`src/rtl/cw_mux_sel_ctrl_if.sv`:
```
// cw_mux_sel_ctrl_if: button, tick and auto-scan inputs plus the one-hot select outputs of cw_mux_sel_ctrl
interface cw_mux_sel_ctrl_if;
  logic       btn_next;
  logic       btn_prev;
  logic       tick_1hz;
  logic       auto_scan;
  logic [2:0] sel;
  logic       sel_changed;
  modport master (output btn_next, btn_prev, tick_1hz, auto_scan, input sel, sel_changed);
  modport slave (input btn_next, btn_prev, tick_1hz, auto_scan, output sel, sel_changed);
endinterface

```
`src/rtl/cw_mux_sel_ctrl.sv`:
```
// cw_mux_sel_ctrl: debounced next/prev buttons and 1 Hz auto-scan driving a one-hot 3-way display select
module cw_mux_sel_ctrl #(
  parameter int DEBOUNCE_CYC = 270000,
  parameter int SCAN_SEC     = 5,
  parameter int CNT_W        = 20
) (
  input logic              clk_i,
  input logic              rst_ni,
  cw_mux_sel_ctrl_if.slave bus_io
);
  localparam int SCAN_W = $clog2(SCAN_SEC + 1);
  localparam logic [2:0] SEL_A = 3'b100;
  localparam logic [2:0] SEL_B = 3'b010;
  localparam logic [2:0] SEL_C = 3'b001;
  logic [1:0]        sync1_q, sync2_q, press;
  logic [2:0]        sel_q, sel_d, sel_fwd, sel_bwd;
  logic              sel_changed_q, sel_changed_d;
  logic [SCAN_W-1:0] scan_cnt_q, scan_cnt_d;
  logic              illegal, manual, scan_step;
  always_ff @(posedge clk_i or negedge rst_ni) begin
    if (!rst_ni) begin
      sync1_q <= '0;
      sync2_q <= '0;
    end else begin
      sync1_q <= {bus_io.btn_prev, bus_io.btn_next};
      sync2_q <= sync1_q;
    end
  end
  // bit 0 = next, bit 1 = prev
  for (genvar i = 0; i < 2; i++) begin : g_btn
    logic [CNT_W-1:0] cnt_q, cnt_d;
    logic             stable_q, stable_d, stable_prev_q, diff, done;
    always_comb begin
      diff     = sync2_q[i] != stable_q;
      done     = diff && (cnt_q == CNT_W'(DEBOUNCE_CYC - 1));
      cnt_d    = (diff && !done) ? cnt_q + 1'b1 : '0;
      stable_d = done ? sync2_q[i] : stable_q;
    end
    always_ff @(posedge clk_i or negedge rst_ni) begin
      if (!rst_ni) begin
        cnt_q         <= '0;
        stable_q      <= 1'b0;
        stable_prev_q <= 1'b0;
      end else begin
        cnt_q         <= cnt_d;
        stable_q      <= stable_d;
        stable_prev_q <= stable_q;
      end
    end
    assign press[i] = stable_q & ~stable_prev_q;
  end
  // a cancelled next&prev still counts as manual activity and restarts the scan interval
  always_comb begin
    sel_fwd       = {sel_q[0], sel_q[2:1]};
    sel_bwd       = {sel_q[1:0], sel_q[2]};
    illegal       = !(sel_q inside {SEL_A, SEL_B, SEL_C});
    manual        = |press;
    scan_step     = bus_io.auto_scan && bus_io.tick_1hz && (scan_cnt_q == SCAN_W'(SCAN_SEC - 1));
    sel_d         = illegal ? SEL_A : (&press) ? sel_q : press[0] ? sel_fwd :
                    press[1] ? sel_bwd : scan_step ? sel_fwd : sel_q;
    sel_changed_d = sel_d != sel_q;
    scan_cnt_d    = (illegal || manual || !bus_io.auto_scan || scan_step) ? '0 :
                    bus_io.tick_1hz ? scan_cnt_q + 1'b1 : scan_cnt_q;
  end
  always_ff @(posedge clk_i or negedge rst_ni) begin
    if (!rst_ni) begin
      sel_q         <= SEL_A;
      sel_changed_q <= 1'b0;
      scan_cnt_q    <= '0;
    end else begin
      sel_q         <= sel_d;
      sel_changed_q <= sel_changed_d;
      scan_cnt_q    <= scan_cnt_d;
    end
  end
  assign bus_io.sel         = sel_q;
  assign bus_io.sel_changed = sel_changed_q;
endmodule

```
`src/flat_wrapper.sv`:
```
// flat-port wrapper written by rule: the top's interface ports become plain ports
module cw_mux_sel_ctrl_flat 
#(
  parameter int DEBOUNCE_CYC = 270000,
  parameter int SCAN_SEC     = 5,
  parameter int CNT_W        = 20
)
  (clk_i, rst_ni, bus_io_btn_next, bus_io_btn_prev, bus_io_tick_1hz, bus_io_auto_scan, bus_io_sel, bus_io_sel_changed);
  cw_mux_sel_ctrl_if bus_io_i ();
  input logic clk_i;
  input logic rst_ni;
  input wire logic [$bits(bus_io_i.btn_next)-1:0] bus_io_btn_next;
  input wire logic [$bits(bus_io_i.btn_prev)-1:0] bus_io_btn_prev;
  input wire logic [$bits(bus_io_i.tick_1hz)-1:0] bus_io_tick_1hz;
  input wire logic [$bits(bus_io_i.auto_scan)-1:0] bus_io_auto_scan;
  output wire logic [$bits(bus_io_i.sel)-1:0] bus_io_sel;
  output wire logic [$bits(bus_io_i.sel_changed)-1:0] bus_io_sel_changed;
  assign bus_io_i.btn_next = bus_io_btn_next;
  assign bus_io_i.btn_prev = bus_io_btn_prev;
  assign bus_io_i.tick_1hz = bus_io_tick_1hz;
  assign bus_io_i.auto_scan = bus_io_auto_scan;
  assign bus_io_sel = bus_io_i.sel;
  assign bus_io_sel_changed = bus_io_i.sel_changed;
  cw_mux_sel_ctrl #(.DEBOUNCE_CYC(DEBOUNCE_CYC), .SCAN_SEC(SCAN_SEC), .CNT_W(CNT_W)) u_core (.clk_i(clk_i), .rst_ni(rst_ni), .bus_io(bus_io_i));
endmodule
```
`config.mk`:
```
export PLATFORM = sky130hd
export DESIGN_NAME = cw_mux_sel_ctrl_flat
export DESIGN_NICKNAME = d
export VERILOG_FILES = /design/src/rtl/cw_mux_sel_ctrl_if.sv /design/src/rtl/cw_mux_sel_ctrl.sv /design/src/flat_wrapper.sv
export SDC_FILE = /design/constraint.sdc
export NUM_CORES = 1
export LEC_CHECK = 0
export CORE_UTILIZATION = 65
export DETAILED_ROUTE_END_ITERATION = 7
export PLACE_DENSITY = 0.86
export SLEW_MARGIN = 20
export SYNTH_ARGS = -nofsm -noshare
export SYNTH_HDL_FRONTEND = slang
export SYNTH_SLANG_ARGS = --single-unit
```
`constraint.sdc`:
```
create_clock -name clk_i -period 3.3 [get_ports clk_i]
set_input_delay 0.33 -clock clk_i [delete_from_list [all_inputs] [get_ports clk_i]]
set_output_delay 0.33 -clock clk_i [all_outputs]
set_load 0.01 [all_outputs]
```
Word level (Yosys, flattened, before mapping)
Index checks and enable logic that the tools add are counted.
{"block": "word_totals", "regBits": 55, "latch_bits": 0, "ramBits": 0, "romBits": 0, "in_bits": 6, "out_inout_bits": 4, "wordCells": 53, "n_memories": 0}
{"block": "op_classes", "add_sub_neg": 3, "multipliers": 0, "div_mod_pow": 0, "magnitude_cmp": 0, "n_eq_ne": 9, "shifts": 0, "n_mux": 9, "bitwise_logic": 4, "n_reduce_logical": 17}
{"cell": "20-bit by 1-bit adder with 20-bit output (second input constant)", "n": 2}
{"cell": "20-bit by 19-bit == test with 1-bit output (second input constant)", "n": 2}
{"cell": "20-bit 2-to-1 mux", "n": 2}
{"cell": "3-bit 2-to-1 mux", "n": 7}
{"cell": "3-bit == test (second input constant)", "n": 2}
{"cell": "1-bit logical AND", "n": 6}
{"cell": "1-bit zero test", "n": 4}
{"cell": "3-bit by 1-bit adder with 3-bit output (second input constant)", "n": 1}
{"cell": "3-bit by 1-bit == test with 1-bit output (second input constant)", "n": 1}
{"cell": "3-bit by 2-bit == test with 1-bit output (second input constant)", "n": 1}
{"cell": "1-bit logical OR", "n": 3}
{"cell": "3-bit inequality test", "n": 1}
{"cell": "3-bit nonzero test", "n": 1}
{"cell": "1-bit AND", "n": 2}
{"cell": "1-bit inequality test", "n": 2}
{"cell": "1-bit NOT", "n": 2}
{"cell": "2-bit AND reduction", "n": 1}
{"cell": "2-bit nonzero test", "n": 1}
{"cell": "2-bit OR reduction", "n": 1}

Depth between registers and ports, before layout
{"block": "depth", "depth_word": 8, "mapped_depth": 6, "depth_no_buf": 6}

Worst setup path after synthesis
OpenSTA, ideal clock, no wires.
{"block": "synth_timing", "path_type": "register to register", "start": "reg u_core.g_btn[1].cnt_q[0]", "end": "reg u_core.g_btn[1].cnt_q[10]", "setup_ps": 119, "t_arrival_ps": 1812, "required_time_ps": 3181, "slack_ps": 1369, "stages_incl_launch_ff": 7, "path_buffers": 1, "synth_period_minus_slack_ps": 1931, "cell_sequence": "dfrtp_1 > ha_1 > nand3_1 > or4b_4 > o31ai_4 > buf_4 > nor2_1"}
{"block": "synth_via", "elab_chain_cells": 5, "word_cells_on_any_way": 6, "classes_between": "1 x add/sub; 1 x eq/ne; 1 x mux; 3 x reduce/logical"}
{"element": "from (decl)", "line_no": "cw_mux_sel_ctrl.sv:31", "source": "logic [CNT_W-1:0] cnt_q, cnt_d;"}
{"element": "from (signal assigned)", "line_no": "cw_mux_sel_ctrl.sv:45", "source": "cnt_q <= cnt_d;"}
{"element": "branches (longest 4 deep; another with 20-bit by 1-bit adder with 20-bit output)"}
{"element": "20-bit 2-to-1 mux (*)", "line_no": "cw_mux_sel_ctrl.sv:36", "source": "cnt_d = (diff && !done) ? cnt_q + 1'b1 : '0;"}
{"element": "named net u_core.g_btn[1].cnt_d[10]", "line_no": "cw_mux_sel_ctrl.sv:31"}
Mark *: on every way through the listed nets, which the timed path passes.
A chain may end at the register's enable or synchronous reset.

Final worst setup path
{"block": "layout_timing", "start": "reg u_core.g_btn[1].cnt_q[0]", "end": "reg u_core.g_btn[1].cnt_q[6]"}
The elaborated chain is that of the path after synthesis.

==> results.json <==
{
  "netlist_instances": 263,
  "synth_top_cell_area_share": 0.505,
  "vias_per_cell": 6.07,
  "n_fill_cell": 256,
  "drt_iter0_drc": 226,
  "synth_edf_count": 0,
  "dp_hpwl_microns": 3440,
  "fin_setup_tns_ps": 0,
  "drv_cap": 0,
  "grt_pass1_vias": 1779,
  "p_per_area_nw_per_um2": 388,
  "antenna_found_initial": 0,
  "rsz0062_at_grt": "false",
  "skew_ps": 14.1,
  "routedWlPerCell_microns": 15.2,
  "path_class": "register to register",
  "grt_start_max_net_pins": 43,
  "worstPathArrival_ps": 2360,
  "portBuffers": 9,
  "std_cell_rows": 22,
  "ctsResizeCount": 0,
  "synthArstFlopShare": 1.00,
  "period_minus_slack_ps": 2200,
  "track_usage": 0.253,
  "avgSynthCellArea_sq_um": 10.2,
  "die_h_microns": 66.2,
  "finalWirelength_microns": 4950,
  "multi_input_area_sq_um": 1240,
  "syn-num-nets": 273,
  "leakage_nw": 1.20,
  "synth_area_leaders": "dfrtp_1 51%, xnor2_1 7.5%, nor2_1 6.2%",
  "grt_first_pass_wirelength_microns": 8080,
  "drive_above_1_share": 0.0719,
  "cts_buffers": 5,
  "gp_congestion": 0.855,
  "startpoint_type": "register",
  "worstPathMaxFanout": 18,
  "yosysWarnings": 0,
  "max-clock-path-buffers": 2,
  "synth_seq_area_share": 0.515,
  "relSlewSlack": 0.390,
  "seq_area_sq_um": 1380,
  "whs_ps": 141,
  "hold_path_class": "input port to asynchronous set/reset pin",
  "utilization": 0.764,
  "htree_num_levels": 2,
  "cp-end-kind": "register",
  "reg2reg_slack_ps": 1100,
  "cp-startpoint": "u_core.g_btn[1].cnt_q[0]",
  "cts_sinks": 55,
  "worst_pin_slew_ps": 915,
  "cts_tree": "yes",
  "first_pass_iters": 4,
  "maxSlewViolCount": 0,
  "syn2layout_area_growth_pct": 8.47,
  "clock_latency_ps": 320,
  "num-nets-final": 287,
  "grt-ovfl-total": 0,
  "r2r_cells": 5,
  "ios": 10,
  "synth_seq_cells": 55,
  "root_buffer": "clkbuf_8",
  "syn_area_sq_um": 2680,
  "post_cts_buffers": 0,
  "final-setup-viol-count": 0,
  "hold_viol": 0,
  "r2r-end": "u_core.g_btn[1].cnt_q[6]",
  "drtAntennaViolNets": 0,
  "clk_pin_slew_ps": 90,
  "dieArea_sq_um": 4380,
  "synth_cell_type_count": 37,
  "max_freq_ghz": 0.455,
  "vias": 1979,
  "hold_buffers": 0,
  "reg2reg_from": "u_core.g_btn[1].cnt_q[0]",
  "fin_crit_sh": 0.667,
  "status": "complete, no violations",
  "peakVddDrop_mv": 0.280,
  "floorplan.initialDensity": 0.704,
  "coreArea_sq_um": 3800,
  "required_ps": 3460,
  "synth_top_area_cell": "dfrtp_1",
  "die_x_microns": 66.2,
  "drc": 0,
  "diodes": 0,
  "synth_ff_type": "dfrtp_1"
}
-- final cells by class --
type	count	share of cell area
inverters	8	0.0103
multi-input cells	196	0.428
flip-flops and latches	55	0.475
clock inverters	1	0.00172
repair buffers	11	0.0345
clock buffers	7	0.0298
well taps	48	0.0207
-- where the power goes --
part	switching (mW)	internal [mW]	total, mW
sequential	0.00967	0.685	0.694
clock	0.208	0.170	0.378
combinational	0.0341	0.0192	0.0532
total	0.252	0.874	1.13
-- routing by layer --
layer,up-vias,wire [microns],global-route usage
li1,957,-,-
met5,-,0,0
met4,0,93,0.122
met1,945,2270,0.345
met2,71,2320,0.386
met3,6,262,0.0517
-- cells in the mapped netlist (all sizes together), types with 2 or more instances --
cell	instances
nand3	15
mux2	2
dfrtp	54
a21oi	8
and4	4
nor4	9
xor2	9
nor2	44
inv	8
nor4b	2
o221ai	2
and3	3
or4	3
or3	6
o21ai	8
mux2i	4
xnor2	23
nor3b	3
nor2b	2
buf	3
nand2	16
nand4	11
nand2b	3
o31ai	2
nor3	8
ha	4
-- state kept, by name, summed over array words and instances (netlist names) --
register	count
u_core.bus_io.sel	3
u_core.g_btn.cnt_q	40
u_core.sync2_q	2
u_core.bus_io.sel_changed	1
u_core.sync1_q	2
u_core.g_btn.stable_prev_q	2
u_core.g_btn.stable_q	2
u_core.scan_cnt_q	3
-- layout by cell type (no fill, tap or decap), drive strengths merged, types with 4 or more instances in the layout --
| cell | n |
|---|---|
| clkdlybuf4s50 | 8 |
| o21ai | 8 |
| clkbuf | 7 |
| nor4 | 9 |
| xnor2 | 23 |
| or3 | 6 |
| nand2 | 16 |
| nand4 | 11 |
| xor2 | 9 |
| ha | 4 |
| nand3 | 15 |
| nor2 | 44 |
| a21oi | 8 |
| mux2i | 4 |
| inv | 8 |
| nor3 | 8 |
| and4 | 4 |
| dfrtp | 54 |
-- worst max-delay path: stages (launching register included) --
cell and delay (ps):
dfrtp_1 390, ha_1 210, nand3_1 110, or4b_4 530, o31ai_4 680, nor2_1 130
-- cell families after synthesis --
group                    Yosys count  share of synthesized area
AND/OR/NAND/NOR                  133                      0.266
flip-flops                        55                      0.515
buffers and inverters             12                     0.0206
adder cells (fa/ha/maj)            4                     0.0187
XOR/XNOR                          32                      0.105
multiplexers                       6                     0.0234
AO/OA/AOI/OAI                     21                     0.0519
-- per-stage QoR --
stage                     total power [mW]  std cells  setup WS [ps]  cell area (sq um)
after floorplan                      0.734        263           1370               2680
after global placement               0.759        318           1190               2810
after detailed placement             0.762        318           1110               2810
after CTS                             1.13        326           1100               2900
after global routing                  1.16        326            950               2900
final                                 1.13        326           1100               2900
-- how the worst max path moves through the flow --
| stage | end | slack, ps | cells past startpoint |
|---|---|---|---|
| global route | u_core.g_btn[1].cnt_q[12] | 950 | 5 |
| global placement | u_core.g_btn[1].cnt_q[14] | 1190 | 5 |
| CTS | u_core.g_btn[1].cnt_q[6] | 1100 | 5 |
| finish | u_core.g_btn[1].cnt_q[6] | 1100 | 5 |
| floorplan | u_core.g_btn[1].cnt_q[10] | 1370 | 6 |
| detailed placement | u_core.g_btn[1].cnt_q[6] | 1110 | 5 |
No activity file was read; power rests on OpenSTA's default activity.
